### src/rtl/pe_dot_sequencer_pkg.sv
// +----------------------------------------------------------------------------+
// | pe_pkg : state encoding and default widths shared by the PE and sequencer. |
// | Revision: 1.0                                                              |
// +----------------------------------------------------------------------------+
`default_nettype none

package pe_pkg;

  localparam int c_PRECISION        = 8;
  localparam int c_OUTPUT_PRECISION = 32;
  localparam int c_ADDR_WIDTH       = 8;
  localparam int c_TIMEOUT          = 255;

  typedef enum logic [2:0] {
    IDLE  = 3'd0,
    FETCH = 3'd1,
    LOAD  = 3'd2,
    ISSUE = 3'd3,
    WAIT  = 3'd4,
    DONE  = 3'd5
  } seq_state_t;

endpackage

`default_nettype wire

### src/rtl/pe_dot_sequencer_if.sv
// +----------------------------------------------------------------------------+
// | pe_dot_sequencer_if : job, operand-memory, PE and result signals.          |
// | Revision: 1.0                                                              |
// +----------------------------------------------------------------------------+
`default_nettype none

interface pe_dot_sequencer_if
  import pe_pkg::*;
#(
  parameter int PRECISION        = c_PRECISION,
  parameter int OUTPUT_PRECISION = c_OUTPUT_PRECISION,
  parameter int ADDR_WIDTH       = c_ADDR_WIDTH
);

  logic                        start;
  logic [ADDR_WIDTH-1:0]       len;
  logic [ADDR_WIDTH-1:0]       a_base;
  logic [ADDR_WIDTH-1:0]       b_base;

  logic                        mem_rd_en;
  logic [ADDR_WIDTH-1:0]       a_addr;
  logic [ADDR_WIDTH-1:0]       b_addr;
  logic [PRECISION-1:0]        a_rdata;
  logic [PRECISION-1:0]        b_rdata;

  logic [PRECISION-1:0]        pe_a;
  logic [PRECISION-1:0]        pe_b;
  logic                        pe_start;
  logic                        pe_ack;
  logic                        pe_ready;
  logic [OUTPUT_PRECISION-1:0] pe_result;

  logic                        busy;
  logic                        result_valid;
  logic [OUTPUT_PRECISION-1:0] result;
  logic                        overflow;
  logic                        error;
  logic                        result_ready;

  modport master (
    input  start, len, a_base, b_base, a_rdata, b_rdata,
           pe_ready, pe_result, result_ready,
    output mem_rd_en, a_addr, b_addr, pe_a, pe_b, pe_start, pe_ack,
           busy, result_valid, result, overflow, error
  );

  modport slave (
    output start, len, a_base, b_base, a_rdata, b_rdata,
           pe_ready, pe_result, result_ready,
    input  mem_rd_en, a_addr, b_addr, pe_a, pe_b, pe_start, pe_ack,
           busy, result_valid, result, overflow, error
  );

endinterface

`default_nettype wire

### src/rtl/pe_dot_sequencer.sv
// +----------------------------------------------------------------------------+
// | pe_dot_sequencer : walks one PE through an N-element dot product.          |
// | Revision: 1.0                                                              |
// +----------------------------------------------------------------------------+
`default_nettype none

module pe_dot_sequencer
  import pe_pkg::*;
#(
  parameter int PRECISION        = c_PRECISION,
  parameter int OUTPUT_PRECISION = c_OUTPUT_PRECISION,
  parameter int ADDR_WIDTH       = c_ADDR_WIDTH,
  parameter int TIMEOUT          = c_TIMEOUT
) (
  input  logic                 CLK,
  input  logic                 reset,
  pe_dot_sequencer_if.master   seq_if
);

  localparam int c_TW = (TIMEOUT > 1) ? $clog2(TIMEOUT) : 1;

  seq_state_t                  r_state;
  logic [ADDR_WIDTH-1:0]       r_len;
  logic [ADDR_WIDTH-1:0]       r_idx;
  logic [c_TW-1:0]             r_tcnt;
  logic [OUTPUT_PRECISION-1:0] r_acc;
  logic                        r_overflow;
  logic                        r_error;
  logic                        r_busy;
  logic                        r_result_valid;
  logic                        r_mem_rd_en;
  logic                        r_pe_start;
  logic                        r_pe_ack;
  logic [ADDR_WIDTH-1:0]       r_a_addr;
  logic [ADDR_WIDTH-1:0]       r_b_addr;
  logic [PRECISION-1:0]        r_pe_a;
  logic [PRECISION-1:0]        r_pe_b;

  logic [OUTPUT_PRECISION:0]   w_sum;

  assign w_sum = {1'b0, r_acc} + {1'b0, seq_if.pe_result};

  always_ff @(posedge CLK) begin
    if (reset) begin
      r_state        <= IDLE;
      r_len          <= '0;
      r_idx          <= '0;
      r_tcnt         <= '0;
      r_acc          <= '0;
      r_overflow     <= 1'b0;
      r_error        <= 1'b0;
      r_busy         <= 1'b0;
      r_result_valid <= 1'b0;
      r_mem_rd_en    <= 1'b0;
      r_pe_start     <= 1'b0;
      r_pe_ack       <= 1'b0;
      r_a_addr       <= '0;
      r_b_addr       <= '0;
      r_pe_a         <= '0;
      r_pe_b         <= '0;
    end else begin
      // Strobes are one-cycle pulses unless a transition below re-asserts them.
      r_mem_rd_en <= 1'b0;
      r_pe_start  <= 1'b0;
      r_pe_ack    <= 1'b0;

      case (r_state)
        IDLE: begin
          if (seq_if.start) begin
            r_acc      <= '0;
            r_overflow <= 1'b0;
            r_error    <= 1'b0;
            r_idx      <= '0;
            r_busy     <= 1'b1;
            if (seq_if.len != '0) begin
              r_len       <= seq_if.len;
              r_a_addr    <= seq_if.a_base;
              r_b_addr    <= seq_if.b_base;
              r_mem_rd_en <= 1'b1;
              r_state     <= FETCH;
            end else begin
              r_result_valid <= 1'b1;
              r_state        <= DONE;
            end
          end
        end

        FETCH: begin
          r_pe_ack <= 1'b1;
          r_state  <= LOAD;
        end

        LOAD: begin
          r_pe_a     <= seq_if.a_rdata;
          r_pe_b     <= seq_if.b_rdata;
          r_pe_start <= 1'b1;
          r_state    <= ISSUE;
        end

        ISSUE: begin
          r_tcnt  <= '0;
          r_state <= WAIT;
        end

        WAIT: begin
          if (seq_if.pe_ready) begin
            r_acc      <= w_sum[OUTPUT_PRECISION-1:0];
            r_overflow <= r_overflow | w_sum[OUTPUT_PRECISION];
            if (r_idx == r_len - 1'b1) begin
              r_result_valid <= 1'b1;
              r_state        <= DONE;
            end else begin
              r_idx       <= r_idx + 1'b1;
              r_a_addr    <= r_a_addr + 1'b1;
              r_b_addr    <= r_b_addr + 1'b1;
              r_mem_rd_en <= 1'b1;
              r_state     <= FETCH;
            end
          end else if (r_tcnt == c_TW'(TIMEOUT - 1)) begin
            // Abort leaves the partial sum in place so the consumer can inspect it.
            r_error        <= 1'b1;
            r_result_valid <= 1'b1;
            r_state        <= DONE;
          end else begin
            r_tcnt <= r_tcnt + 1'b1;
          end
        end

        DONE: begin
          if (seq_if.result_ready) begin
            r_result_valid <= 1'b0;
            r_busy         <= 1'b0;
            r_state        <= IDLE;
          end
        end

        default: r_state <= IDLE;
      endcase
    end
  end

  assign seq_if.mem_rd_en    = r_mem_rd_en;
  assign seq_if.a_addr       = r_a_addr;
  assign seq_if.b_addr       = r_b_addr;
  assign seq_if.pe_a         = r_pe_a;
  assign seq_if.pe_b         = r_pe_b;
  assign seq_if.pe_start     = r_pe_start;
  assign seq_if.pe_ack       = r_pe_ack;
  assign seq_if.busy         = r_busy;
  assign seq_if.result_valid = r_result_valid;
  assign seq_if.result       = r_acc;
  assign seq_if.overflow     = r_overflow;
  assign seq_if.error        = r_error;

endmodule

`default_nettype wire
### src/flat_wrapper.sv
// flat-port wrapper written by rule: the top's interface ports become plain ports
module pe_dot_sequencer_flat import pe_pkg::*;
#(
  parameter int PRECISION        = c_PRECISION,
  parameter int OUTPUT_PRECISION = c_OUTPUT_PRECISION,
  parameter int ADDR_WIDTH       = c_ADDR_WIDTH,
  parameter int TIMEOUT          = c_TIMEOUT
)
  (CLK, reset, seq_if_start, seq_if_len, seq_if_a_base, seq_if_b_base, seq_if_a_rdata, seq_if_b_rdata, seq_if_pe_ready, seq_if_pe_result, seq_if_result_ready, seq_if_mem_rd_en, seq_if_a_addr, seq_if_b_addr, seq_if_pe_a, seq_if_pe_b, seq_if_pe_start, seq_if_pe_ack, seq_if_busy, seq_if_result_valid, seq_if_result, seq_if_overflow, seq_if_error);
  pe_dot_sequencer_if #(.PRECISION(PRECISION), .OUTPUT_PRECISION(OUTPUT_PRECISION), .ADDR_WIDTH(ADDR_WIDTH)) seq_if_i ();
  input  logic CLK;
  input  logic reset;
  input wire logic [$bits(seq_if_i.start)-1:0] seq_if_start;
  input wire logic [$bits(seq_if_i.len)-1:0] seq_if_len;
  input wire logic [$bits(seq_if_i.a_base)-1:0] seq_if_a_base;
  input wire logic [$bits(seq_if_i.b_base)-1:0] seq_if_b_base;
  input wire logic [$bits(seq_if_i.a_rdata)-1:0] seq_if_a_rdata;
  input wire logic [$bits(seq_if_i.b_rdata)-1:0] seq_if_b_rdata;
  input wire logic [$bits(seq_if_i.pe_ready)-1:0] seq_if_pe_ready;
  input wire logic [$bits(seq_if_i.pe_result)-1:0] seq_if_pe_result;
  input wire logic [$bits(seq_if_i.result_ready)-1:0] seq_if_result_ready;
  output wire logic [$bits(seq_if_i.mem_rd_en)-1:0] seq_if_mem_rd_en;
  output wire logic [$bits(seq_if_i.a_addr)-1:0] seq_if_a_addr;
  output wire logic [$bits(seq_if_i.b_addr)-1:0] seq_if_b_addr;
  output wire logic [$bits(seq_if_i.pe_a)-1:0] seq_if_pe_a;
  output wire logic [$bits(seq_if_i.pe_b)-1:0] seq_if_pe_b;
  output wire logic [$bits(seq_if_i.pe_start)-1:0] seq_if_pe_start;
  output wire logic [$bits(seq_if_i.pe_ack)-1:0] seq_if_pe_ack;
  output wire logic [$bits(seq_if_i.busy)-1:0] seq_if_busy;
  output wire logic [$bits(seq_if_i.result_valid)-1:0] seq_if_result_valid;
  output wire logic [$bits(seq_if_i.result)-1:0] seq_if_result;
  output wire logic [$bits(seq_if_i.overflow)-1:0] seq_if_overflow;
  output wire logic [$bits(seq_if_i.error)-1:0] seq_if_error;
  assign seq_if_i.start = seq_if_start;
  assign seq_if_i.len = seq_if_len;
  assign seq_if_i.a_base = seq_if_a_base;
  assign seq_if_i.b_base = seq_if_b_base;
  assign seq_if_i.a_rdata = seq_if_a_rdata;
  assign seq_if_i.b_rdata = seq_if_b_rdata;
  assign seq_if_i.pe_ready = seq_if_pe_ready;
  assign seq_if_i.pe_result = seq_if_pe_result;
  assign seq_if_i.result_ready = seq_if_result_ready;
  assign seq_if_mem_rd_en = seq_if_i.mem_rd_en;
  assign seq_if_a_addr = seq_if_i.a_addr;
  assign seq_if_b_addr = seq_if_i.b_addr;
  assign seq_if_pe_a = seq_if_i.pe_a;
  assign seq_if_pe_b = seq_if_i.pe_b;
  assign seq_if_pe_start = seq_if_i.pe_start;
  assign seq_if_pe_ack = seq_if_i.pe_ack;
  assign seq_if_busy = seq_if_i.busy;
  assign seq_if_result_valid = seq_if_i.result_valid;
  assign seq_if_result = seq_if_i.result;
  assign seq_if_overflow = seq_if_i.overflow;
  assign seq_if_error = seq_if_i.error;
  pe_dot_sequencer #(.PRECISION(PRECISION), .OUTPUT_PRECISION(OUTPUT_PRECISION), .ADDR_WIDTH(ADDR_WIDTH), .TIMEOUT(TIMEOUT)) u_core (.CLK(CLK), .reset(reset), .seq_if(seq_if_i));
endmodule
### config.mk
export PLATFORM = sky130hd
export DESIGN_NAME = pe_dot_sequencer_flat
export DESIGN_NICKNAME = d
export VERILOG_FILES = /design/src/rtl/pe_dot_sequencer_pkg.sv /design/src/rtl/pe_dot_sequencer_if.sv /design/src/rtl/pe_dot_sequencer.sv /design/src/flat_wrapper.sv
export SDC_FILE = /design/constraint.sdc
export NUM_CORES = 1
export LEC_CHECK = 0
export BUFFER_PORTS_ARGS = -buffer_cell sky130_fd_sc_hd__buf_2
export CORE_MARGIN = 5
export CORE_UTILIZATION = 55
export CTS_CLUSTER_DIAMETER = 80
export DETAILED_ROUTE_END_ITERATION = 10
export PLACE_DENSITY = 0.86
export SYNTH_ARGS = -nofsm -noshare
export SYNTH_HDL_FRONTEND = slang
export SYNTH_SLANG_ARGS = --single-unit
### constraint.sdc
create_clock -name CLK -period 7.6 [get_ports CLK]
set_input_delay 0.76 -clock CLK [delete_from_list [all_inputs] [get_ports CLK]]
set_output_delay 0.76 -clock CLK [all_outputs]
set_load 0.005 [all_outputs]
==> results.toml <==
[drt]
drt_wl_total_um = 14900
antenna_violating_nets_post_route = 0
wire_per_inst_um = 14.7
drt_iter0_markers = 421
vias = 5851
vias_per_cell = 5.74
drt-pass1-iter-count = 5
count_of_unresolved_drc_violations_after_routing = 0

[min_path]
min-delay-start = "u_core.seq_if.pe_a[3]"
timing.hold.worst.class = "flop to flop"

[synthesis]
synth_enable_flop_cells = 0
synthXorXnorAreaFrac_pct = 6.62
synthesis.instances = 745
synth_fa_ha_area_share_pct = 8.51
seq_area_frac_synth_pct = 33.7
multiplexer_share_of_the_synthesized_area_pct = 0.516
netlist_area_um2 = 5820
postSynth.topFlopCell = "sky130_fd_sc_hd__dfxtp_1"
net_count_after_synthesis = 861
synth.ff_latch_count = 98
synth_top_family_by_area = "compound AO/OA/AOI/OAI gates"
synth_cell_types = 62
yosys_warnings = 0
synth_compound_gate_area_share_pct = 24.0
synthSimpleGateAreaFrac_pct = 23.4
postSynth.asyncResetShare_pct = 0
postSynthAreaPerCell_um2 = 7.81

[global_route]
grt.total_usage_pct = 23.2
grt_first_pass_wirelength_um = 25300
first_global_vias = 5487
globalRouteOverflowTotal = 0
grt_antenna_before_repair = 1
grt_max_degree = 66

[sta]
hold_viol = 0
slew_viol_final = 0
setup_viol = 0
slew_headroom_pct = 42.4
clock_skew_ns = 0.0119
min_period_ns = 3.37
tightest_slew_ns = 0.861
final.period_utilization_pct = 44.4
grt_setup_unrepaired = "false"
maxClockFrequency_mhz = 296
fin_setup_tns_ns = 0

[clock_tree]
cts_root_buffer = "sky130_fd_sc_hd__clkbuf_8"
cts_htree_levels = 3
later_pin_clock_latency_in_the_skew_report_ns = 0.36
cts.clk_slew.worst_paths_ns = 0.11
cts_hold_repair.buffers = 0
postCtsSetupRepairBufs = 0
cts-resized-gates = 0
cts_buffers = 9
clock_path_buffers = 2
cts_tree = "done"
clock-sinks = 98

[die]
rows = 37
total_die_area_um2 = 12700
die_w_um = 113
fp.coreArea_um2 = 10300
initial_utilization_pct = 56.4
boundaryPins = 148
fp.dieH_um = 113

[worst_setup_path]
critical_path_s_top_delay_family = "simple AND/OR/NAND/NOR gates"
start_kind = "flop"
timing.rr.start = "u_core.r_len[0]"
critPathMaxStageDelay_ns = 0.56
critPathCaptureType = "flop"
r2r_setup_slack_ns = 4.23
cp-startpoint = "u_core.r_len[0]"
worst_ep_arrival_time_ns = 3.59
critical_path.max_fanout = 12
critPathSlowestCell = "sky130_fd_sc_hd__or4_4"
timing.critical_path.required_ns = 7.82
critPathKind = "flop to flop"
cp_num_buf_inv = 0
cell_by_cell_listing_of_the_critical_path = "or4_4 -> or4b_1 -> and3_1 -> o31a_1 -> nor4_4 -> and2b_1 -> a31o_2 -> a21oi_1 -> nor4_1"

[layout]
area.growth.synth_to_final_pct = 17.2
final_layout_size_suffix_gt1_share_pct = 20.3
num-nets-final = 993
most_common_library_cell_in_the_layout_ignoring_fill_and_taps = "sky130_fd_sc_hd__buf_2"
final_cell_mix = "147 x sky130_fd_sc_hd__buf_2, 113 x sky130_fd_sc_hd__nand2_1, 98 x sky130_fd_sc_hd__dfxtp_1, 78 x sky130_fd_sc_hd__nor2_1, 76 x sky130_fd_sc_hd__a21oi_1"
fillCellCount = 917

[place]
gp_weighted_congestion = 0.894
hpwl_detailed_um = 11200
buffer_ports.inserted = 147

[run_status]
run_status = "finished clean"

[pwr]
power_per_unit_of_standard_cell_area_nw_per_um2 = 232
total_leakage_power_nw = 3.12
irDropWorstVdd_mv = 0.108
design_power_total_mw = 1.58

[run]
cap_violations = 0
## sequential cells by signal, summed over array words and instances (netlist names), 3 cells and up
name	count
u_core.seq_if.pe_a	8
u_core.r_tcnt	8
u_core.seq_if.b_addr	8
u_core.seq_if.result	32
u_core.r_state	3
u_core.seq_if.pe_b	8
u_core.seq_if.a_addr	8
u_core.r_idx	8
u_core.r_len	8
## logic make-up (layout without fill, tap and decap cells)
logic type                 after synthesis  in the layout
and+or+nand+nor                        290            290
buffers and inverters                   49            186
muxes                                    3              3
adders and majority gates               39             39
xor gates and xnor gates                44             44
other                                    0              1
AOI/OAI and AO/OA                      222            222
DFF                                     98             98
## routing by layer
| metal | vias up | share of wire (%) | track usage [%] |
|---|---|---|---|
| met5 | - | 0.12 | 0 |
| met4 | 2 | 2.4 | 7.61 |
| met3 | 41 | 6.9 | 3.96 |
| met2 | 198 | 47 | 38.9 |
| met1 | 2661 | 44 | 30.3 |
| li1 | 2949 | - | - |
## metrics by stage
| stage | utilization, % | std cells | instance area, um2 | hold slack (ns) | setup slack [ns] |
|---|---|---|---|---|---|
| CTS | 66.1 | 1018 | 6820 | 0.458 | 4.25 |
| finish | 66.1 | 1019 | 6820 | 0.458 | 4.23 |
| global route | 66.1 | 1018 | 6820 | 0.482 | 4.04 |
| global placement | 64.3 | 1002 | 6640 | 0.439 | 4.10 |
| detailed placement | 64.3 | 1002 | 6640 | 0.443 | 4.01 |
| floorplan | - | 745 | 5820 | 0.448 | 4.43 |
## cell type report
| cell class | instances | area, um2 | area share, % |
|---|---|---|---|
| Antenna cell | 1 | 2.50 | 0.0367 |
| Clock inverter | 7 | 58.8 | 0.862 |
| Multi-Input combinational cell | 598 | 3670 | 53.8 |
| Timing Repair Buffer | 151 | 766 | 11.2 |
| Sequential cell | 98 | 1960 | 28.8 |
| Inverter | 19 | 71.3 | 1.05 |
| Clock buffer | 9 | 124 | 1.82 |
| Tap cell | 136 | 170 | 2.49 |
## worst min-delay path, stage by stage, from the launching register on
cell and delay [ns]:
sky130_fd_sc_hd__dfxtp_1 0.32, sky130_fd_sc_hd__nand2_1 0.05, sky130_fd_sc_hd__a21oi_1 0.05
## where the power goes
group          internal (mW)  switching, mW  leakage, nW  total, mW
Clock                  0.125          0.200       0.0925      0.325
Combinational          0.244          0.339         2.23      0.582
Sequential             0.590         0.0873        0.796      0.677
Total                  0.959          0.626         3.12       1.58
## cells in the mapped netlist, types with 6 or more instances
master / count / area, um2
sky130_fd_sc_hd__ha_1: 38 / 475
sky130_fd_sc_hd__o211ai_1: 9 / 67.6
sky130_fd_sc_hd__nand2b_1: 6 / 37.5
sky130_fd_sc_hd__o21ai_0: 42 / 210
sky130_fd_sc_hd__and2_1: 6 / 37.5
sky130_fd_sc_hd__xor2_1: 25 / 219
sky130_fd_sc_hd__inv_1: 19 / 71.3
sky130_fd_sc_hd__xnor2_1: 19 / 166
sky130_fd_sc_hd__a211oi_1: 7 / 52.6
sky130_fd_sc_hd__dfxtp_1: 98 / 1960
sky130_fd_sc_hd__o31ai_1: 6 / 45.0
sky130_fd_sc_hd__nand3_1: 12 / 60.1
sky130_fd_sc_hd__nor3_1: 15 / 75.1
sky130_fd_sc_hd__a21oi_1: 76 / 380
sky130_fd_sc_hd__a22oi_1: 11 / 82.6
sky130_fd_sc_hd__a21o_1: 23 / 173
sky130_fd_sc_hd__clkbuf_1: 27 / 101
sky130_fd_sc_hd__nor4_1: 10 / 62.6
sky130_fd_sc_hd__and3_1: 7 / 43.8
sky130_fd_sc_hd__nand2_1: 113 / 424
sky130_fd_sc_hd__nand4_1: 14 / 87.6
sky130_fd_sc_hd__a31oi_1: 6 / 37.5
sky130_fd_sc_hd__nor2_1: 78 / 293
## path summary, 6_finish.rpt
path,cells after the start,to
setup / recovery,9,u_core.seq_if.b_addr[4]
hold / removal,2,u_core.seq_if.pe_a[3]
setup reg to reg,9,u_core.seq_if.b_addr[4]
hold reg to reg,2,u_core.seq_if.pe_a[3]
(Power assumes the default switching activity.)
